==> src/rtl/bcd_display_ctrl_if.sv <==
// Handshake and display bus of the BCD display controller.
// The master side (source/bench) drives load/bin; the slave side (controller) drives the rest.
interface bcd_display_ctrl_if;
  logic       load;
  logic [7:0] bin;
  logic       busy;
  logic       done;
  logic [9:0] bcd;
  logic [3:0] digit;
  logic [2:0] an;
  logic       blank;

  modport master (
    output load, bin,
    input  busy, done, bcd, digit, an, blank
  );

  modport slave (
    input  load, bin,
    output busy, done, bcd, digit, an, blank
  );
endinterface

==> src/rtl/bcd_display_ctrl.sv <==
// Sequential double-dabble binary-to-BCD converter (one shift per clock) that holds the last
// result and scans its three digits onto a shared seven-segment bus with active-low anodes.
module bcd_display_ctrl #(
  parameter int SCAN_DIV = 50000,
  parameter bit BLANK_LZ = 1'b1
) (
  input  logic              clk,
  input  logic              rst,
  bcd_display_ctrl_if.slave bus
);

  localparam int PW = (SCAN_DIV > 2) ? $clog2(SCAN_DIV) : 1;
  localparam logic [PW-1:0] PRE_MAX = PW'(SCAN_DIV - 1);

  typedef enum logic {IDLE, CONV} state_t;

  state_t     state, state_next;
  logic [7:0] sr, sr_next;
  logic [9:0] acc, acc_next, acc_adj;
  logic [2:0] cnt, cnt_next;
  logic [9:0] bcd_q, bcd_next;
  logic       done_q, done_next;

  logic [PW-1:0] pre, pre_next;
  logic [1:0]    idx, idx_next;
  logic [3:0]    digit_q, digit_next;
  logic [2:0]    an_q, an_next;
  logic          blank_q, blank_next;
  logic          hund_zero, tens_zero;

  // Add-3 correction before each shift; the hundreds pair never exceeds 2 for an 8-bit input.
  always_comb begin
    acc_adj = acc;
    if (acc[3:0] >= 4'd5) acc_adj[3:0] = acc[3:0] + 4'd3;
    if (acc[7:4] >= 4'd5) acc_adj[7:4] = acc[7:4] + 4'd3;
  end

  // NOTE: every signal driven here gets a default first, so no path leaves one unassigned and no latch is inferred.
  always_comb begin
    state_next = state;
    sr_next    = sr;
    acc_next   = acc;
    cnt_next   = cnt;
    bcd_next   = bcd_q;
    done_next  = 1'b0;
    case (state)
      IDLE: begin
        if (bus.load) begin
          sr_next    = bus.bin;
          acc_next   = '0;
          cnt_next   = '0;
          state_next = CONV;
        end
      end
      CONV: begin
        {acc_next, sr_next} = {acc_adj[8:0], sr, 1'b0};
        cnt_next            = cnt + 3'd1;
        if (cnt == 3'd7) begin
          state_next = IDLE;
          bcd_next   = acc_next;
          done_next  = 1'b1;
        end
      end
      default: state_next = IDLE;
    endcase
  end

  // Scan index steps once per prescaler wrap; the display registers load from the next-cycle
  // index and result so they change on the same edge as either.
  always_comb begin
    pre_next = (pre == PRE_MAX) ? '0 : pre + 1'b1;
    idx_next = idx;
    if (pre == PRE_MAX) idx_next = (idx == 2'd2) ? 2'd0 : idx + 2'd1;

    hund_zero = (bcd_next[9:8] == 2'd0);
    tens_zero = hund_zero && (bcd_next[7:4] == 4'd0);

    digit_next = bcd_next[3:0];
    an_next    = 3'b110;
    blank_next = 1'b0;
    case (idx_next)
      2'd1: begin
        digit_next = bcd_next[7:4];
        an_next    = 3'b101;
        blank_next = BLANK_LZ && tens_zero;
      end
      2'd2: begin
        digit_next = {2'b00, bcd_next[9:8]};
        an_next    = 3'b011;
        blank_next = BLANK_LZ && hund_zero;
      end
      default: ;
    endcase
    if (blank_next) an_next = 3'b111;
  end

  // NOTE: state registers use non-blocking assignments so every flop samples pre-edge values.
  always_ff @(posedge clk) begin
    if (rst) begin
      state   <= IDLE;
      sr      <= '0;
      acc     <= '0;
      cnt     <= '0;
      bcd_q   <= '0;
      done_q  <= 1'b0;
      pre     <= '0;
      idx     <= '0;
      digit_q <= '0;
      an_q    <= 3'b110;
      blank_q <= 1'b0;
    end else begin
      state   <= state_next;
      sr      <= sr_next;
      acc     <= acc_next;
      cnt     <= cnt_next;
      bcd_q   <= bcd_next;
      done_q  <= done_next;
      pre     <= pre_next;
      idx     <= idx_next;
      digit_q <= digit_next;
      an_q    <= an_next;
      blank_q <= blank_next;
    end
  end

  assign bus.busy  = (state == CONV);
  assign bus.done  = done_q;
  assign bus.bcd   = bcd_q;
  assign bus.digit = digit_q;
  assign bus.an    = an_q;
  assign bus.blank = blank_q;

endmodule

==> src/flat_wrapper.sv <==
// flat-port wrapper written by rule: the top's interface ports become plain ports
module bcd_display_ctrl_flat 
#(
  parameter int SCAN_DIV = 50000,
  parameter bit BLANK_LZ = 1'b1
)
  (clk, rst, bus_load, bus_bin, bus_busy, bus_done, bus_bcd, bus_digit, bus_an, bus_blank);
  bcd_display_ctrl_if bus_i ();
  input  logic clk;
  input  logic rst;
  input wire logic [$bits(bus_i.load)-1:0] bus_load;
  input wire logic [$bits(bus_i.bin)-1:0] bus_bin;
  output wire logic [$bits(bus_i.busy)-1:0] bus_busy;
  output wire logic [$bits(bus_i.done)-1:0] bus_done;
  output wire logic [$bits(bus_i.bcd)-1:0] bus_bcd;
  output wire logic [$bits(bus_i.digit)-1:0] bus_digit;
  output wire logic [$bits(bus_i.an)-1:0] bus_an;
  output wire logic [$bits(bus_i.blank)-1:0] bus_blank;
  assign bus_i.load = bus_load;
  assign bus_i.bin = bus_bin;
  assign bus_busy = bus_i.busy;
  assign bus_done = bus_i.done;
  assign bus_bcd = bus_i.bcd;
  assign bus_digit = bus_i.digit;
  assign bus_an = bus_i.an;
  assign bus_blank = bus_i.blank;
  bcd_display_ctrl #(.SCAN_DIV(SCAN_DIV), .BLANK_LZ(BLANK_LZ)) u_core (.clk(clk), .rst(rst), .bus(bus_i));
endmodule
==> config.mk <==
export PLATFORM = sky130hd
export DESIGN_NAME = bcd_display_ctrl_flat
export DESIGN_NICKNAME = d
export VERILOG_FILES = /design/src/rtl/bcd_display_ctrl_if.sv /design/src/rtl/bcd_display_ctrl.sv /design/src/flat_wrapper.sv
export SDC_FILE = /design/constraint.sdc
export NUM_CORES = 1
export LEC_CHECK = 0
export BUFFER_PORTS_ARGS = -buffer_cell sky130_fd_sc_hd__buf_2
export CAP_MARGIN = 30
export CORE_MARGIN = 2
export CORE_UTILIZATION = 40
export DETAILED_ROUTE_END_ITERATION = 8
export GPL_ROUTABILITY_DRIVEN = 0
export PLACE_DENSITY_LB_ADDON = 0.3
export SYNTH_ARGS = -nofsm -noshare
export SYNTH_HDL_FRONTEND = slang
export SYNTH_SLANG_ARGS = --single-unit
==> constraint.sdc <==
create_clock -name clk -period 3.4 [get_ports clk]
set_clock_uncertainty 0.05 [all_clocks]
set_input_delay 0.34 -clock clk [delete_from_list [all_inputs] [get_ports clk]]
set_output_delay 0.34 -clock clk [all_outputs]
set_load 0.02 [all_outputs]
Yosys cells after proc, flatten, opt, wreduce, memory -nomap -nowiden. Cells that the tools add are included.

Bits in registers: 58. Input bits: 11. Output and inout bits: 20.

Add/subtract/negate cells: 5. Order comparisons: 2. Equality and inequality tests: 6. Mux-type cells: 20. Bitwise logic cells: 1. Reduce and logical (&&, ||, !) cells: 6.

Operators with widths (number): $mux W10 (2); $pmux W9 S2 (1); $add A16 B1 Y16 const B (1); $eq A16 B16 Y1 const B (1); $pmux W8 S2 (1); $pmux W3 S2 (2); $mux W9 (1); $add A4 B2 Y4 const B (2); $ge A4 B3 Y1 const B (2); $mux W4 (2); $mux W8 (1); $pmux W4 S2 (1); $reduce_or A2 Y1 (3); $eq A2 B2 Y1 const B (2); $logic_not A4 Y1 (1); $mux W1 (4); $mux W2 (2); $pmux W1 S2 (2); $add A3 B1 Y3 const B (1); $eq A3 B3 Y1 const B (1); $mux W3 (1); $add A2 B1 Y2 const B (1); $eq A2 B1 Y1 const B (1); $logic_not A2 Y1 (1); 3 further kinds (3).

Logic depth before layout (Yosys ltp).
Depth after elaboration: 8. Depth in mapped cells: 10.

Least setup slack after synthesis. Ideal clock, no wire load.

Path kind: flip-flop to flip-flop. Start point: register u_core.pre[0]. End point: register u_core.an_q[2] (netlist: u_core.bus.an[2]). Data arrival time: 2.249 ns. Required time: 3.216 ns. Setup slack: 0.967 ns. Stages on the path, launching flop included: 11. Path buffers: 1. Cell sequence: dfxtp_1 > ha_1 > and3_1 > nand4_1 > mux2i_1 > inv_1 > ha_1 > clkbuf_1 > nor3_1 > a21oi_1 > o311ai_1.

Word-level cells in the longest chain between the ends: 5. Elaborated cells on any way between the ends: 7.

RTL lines: start, declared (line bcd_display_ctrl.sv:24) `logic [PW-1:0] pre, pre_next;`; start signal, assigned (line bcd_display_ctrl.sv:118) `pre <= pre_next;`; $eq A16 B16 Y1 * (line bcd_display_ctrl.sv:73) `if (pre == PRE_MAX) idx_next = (idx == 2'd2) ? 2'd0 : idx + 2'd1;`; $mux W2 * (line bcd_display_ctrl.sv:73); via u_core.idx_next[1] (line bcd_display_ctrl.sv:25) `logic [1:0] idx, idx_next;`; $eq A2 B2 Y1 / $eq A2 B1 Y1 (equally long branches) (line bcd_display_ctrl.sv:81) `case (idx_next)`; $pmux W1 S2 (line bcd_display_ctrl.sv:81); $reduce_or A2 Y1 (no line); end signal, assigned (line bcd_display_ctrl.sv:121) `an_q <= an_next;`; end, declared (line bcd_display_ctrl.sv:27) `logic [2:0] an_q, an_next;`.

The timed path passes the listed nets; every way through them passes the cells marked *. A chain may end at the register's enable or synchronous reset.

Worst setup path in the final report.
Start point: register u_core.pre[0]. End point: register u_core.an_q[1] (netlist: u_core.bus.an[1]).

The elaborated chain is that of the path after synthesis.

==> results by group <==
Place
  – # port buffers: 30
  – Hpwl dp: 3580 um
  – Placed instance count: 398
  – Placed cell area: 2840 um^2

Critical path
  – Crit-path max FO: 11
  – Flop-to-flop setup slack: 0.68 ns
  – Critical path buffers and inverters: 1
  – Worst path slowest cell: ha_1
  – CP Class: flop to flop
  – Cell family with most CP delay: simple AND/OR/NAND/NOR gates
  – Crit. End Element: flop
  – Worst EP arrival: 2.91 ns
  – Most frequent CP cell: ha_1
  – Slowest stage delay, CP: 0.42 ns
  – CP cell instances: ha_1 > and3_1 > nand4_1 > mux2i_1 > inv_1 > ha_1 > nor4_1 > a21oi_1 > o311ai_1
  – Critical path launch point type: flop
  – Worst EP required: 3.59 ns

Floorplan
  – I/O pins: 31
  – Placeable Area: 6390 um^2
  – Die area: 7290 um^2
  – Initial Utilization: 41.5%
  – Cell Rows: 29
  – Die Ht: 85.4 um
  – Chip width: 85.4 um

Routing
  – Via count: 2132
  – Routed vias/inst: 5.17
  – Drt first pass iters: 4
  – DRT antenna net count: 0
  – Routed WL per cell: 12.4 um
  – DR iter-0 viols: 69
  – Residual DRC: 0
  – WL final: 5130 um

Global route
  – M1 GR Usage: 19.9%
  – Met2 usage: 23.1%
  – Global Route Usage Sum: 15.4%
  – Number of global-route vias before repair: 1969
  – First-pass GRT wire length: 8890 um
  – Met3 GRT Util: 6.13%
  – Initial antenna violation count: 0
  – Busiest layer in global routing: met2
  – Largest net degree at the start of global routing: 38
  – Grt ovf: 0

Cells and area
  – Synthesis-to-layout area growth: 13.8%
  – Register area: 1160 um^2
  – Most frequent cells in the layout: nor2_1, dfxtp_1, buf_2
  – Design area: 3020 um^2
  – ANT cells: 0
  – Nets: 354
  – # fillers: 650
  – Post-route insts no fill: 412
  – Multi-input gate area: 1390 um^2
  – Share of layout cells above drive strength 1: 17.6%

CTS
  – CTS max path bufs: 2
  – Clock sink count: 58
  – Setup repair bufs after CTS: 0
  – Worst skew pair latency: 0.33 ns
  – Clock transition at path regs: 0.06 ns
  – Clock root buffer: clkbuf_8
  – Resized cells post-CTS: 0
  – Hold_buf cts: 0
  – CTS buffer count: 9
  – CTS H-Tree Depth: 3
  – CTS tree: yes

Logic synthesis
  – Area contributors post-synth: dfxtp_1, nor2_1, mux2i_1
  – Sequential-to-total area share from yosys stat: 43.8%
  – Synthesized Nets: 326
  – Yosys warns: 0
  – Synth top area share: 43.8%
  – Synth Register Bits: 58
  – Post-Synthesis Cells: 304
  – Post-synth EDFFs: 0
  – Yosys cell types: 42
  – Syn_area_per_cell: 8.72 um^2
  – Top FF cell, synth: dfxtp_1
  – Post-Syn Area: 2650 um^2
  – Post-synthesis async set-or-reset flop share: 0%
  – Synth area leader: dfxtp_1

Hold path
  – Worst min path class: input port to flop

Pwr
  – Pleak: 1.23 nW
  – Sequential share of power: 52.3%
  – Pwr/cell area: 444 nW/um^2
  – Psw: 300 uW
  – Peak VDD IR: 0.000250 V
  – Clock power frac: 43.3%
  – Switching part of the total: 22.4%
  – Gate power share: 4.4%
  – Overall Power: 1.34 mW
  – Internal power: 1.04 mW

Timing
  – WHS: 0.234 ns
  – Max Slew Vio Count: 0
  – Fin. Hold Viols: 0
  – Post-layout minimum cycle time: 2.72 ns
  – RSZ-0062 raised after global routing: no
  – Slew headroom: 58.9%
  – Setup TNS Final: 0 ns
  – Max Freq: 0.367 GHz
  – Least-Margin Pin Slew: 0.616 ns
  – Final period utilization: 80.1%
  – Final setup vio count: 0

Flow run
  – Max Cap Violations: 0

Outcome
  – Status: finished clean
==> power groups by stage <==
stage          logic (mW)  registers, mW  clock network [mW]
6_report           0.0593          0.701               0.581
5_1_grt            0.0684          0.702               0.629
4_1_cts            0.0606          0.701               0.599
3_5_place_dp       0.0605          0.716                   0
3_3_place_gp       0.0586          0.715                   0
2_1_floorplan      0.0462          0.713                   0
==> synth_stat cells, types with 2 or more instances <==
cell,count
inv_1,9
xnor2_1,8
mux2i_1,16
nor3b_1,8
nand3_1,9
buf_2,6
nor2_1,58
nand2_1,19
nor3_1,12
nand2b_1,4
o311ai_1,2
xor2_1,7
clkbuf_1,7
dfxtp_1,58
mux2_2,2
and3_1,3
nand4_1,3
o21ai_2,3
o21ai_0,8
o31ai_1,2
ha_1,11
and2_1,2
nor4_1,2
a21oi_1,26
a211oi_2,2
==> cell type report <==
| type | count | area share [%] |
|---|---|---|
| Multi-Input combinational cell | 222 | 46.0 |
| Sequential cell | 58 | 38.5 |
| Timing Repair Buffer | 32 | 5.47 |
| Clock buffer | 10 | 4.23 |
| Tap cell | 77 | 3.19 |
| Clock inverter | 4 | 1.49 |
| Inverter | 9 | 1.12 |
==> worst min-delay path, cell delays in order <==
cell     delay [ns]
buf_2          0.07
mux2i_1        0.05
nor3_1         0.11
==> worst paths after layout <==
check | start | to | cells after the start
min reg2reg | u_core.pre[0] | u_core.pre[0] | 1
max reg2reg | u_core.pre[0] | u_core.bus.an[1] | 9
max | u_core.pre[0] | u_core.bus.an[1] | 9
min | bus_bin[0] | u_core.sr[0] | 3
==> per-layer routing <==
metal | part of all wire [%] | vias up
met1 | 48 | 981
met3 | 5.7 | 6
met4 | 1.2 | 0
met5 | 0 | -
li1 | - | 1098
met2 | 45 | 47
==> kinds of logic (layout without fill, tap and decap cells) <==
| family | count (synthesis) | after routing | synth area share [%] |
|---|---|---|---|
| AND/OR/NAND/NOR | 126 | 126 | 22.4 |
| flip-flops | 58 | 58 | 43.8 |
| AO/OA/AOI/OAI | 52 | 52 | 12.9 |
| buffers and inverters | 24 | 55 | 3.82 |
| multiplexers | 18 | 18 | 6.89 |
| XOR/XNOR | 15 | 15 | 4.96 |
| adder cells (fa/ha/maj) | 11 | 11 | 5.19 |
==> stage by stage <==
| step | worst slack, ns | util (%) |
|---|---|---|
| floorplan | 0.967 | - |
| global placement | 0.793 | 44.5 |
| detailed placement | 0.700 | 44.5 |
| CTS | 0.690 | 47.2 |
| global route | 0.390 | 47.2 |
| finish | 0.677 | 47.2 |
==> state kept, by name, indices dropped and copies added (netlist names), 2 cells and up <==
register,flops
u_core.pre,16
u_core.bus.bcd,10
u_core.acc,9
u_core.sr,8
u_core.bus.digit,4
u_core.bus.an,3
u_core.cnt,3
u_core.idx,2
Power figures use the tool's default switching activity.
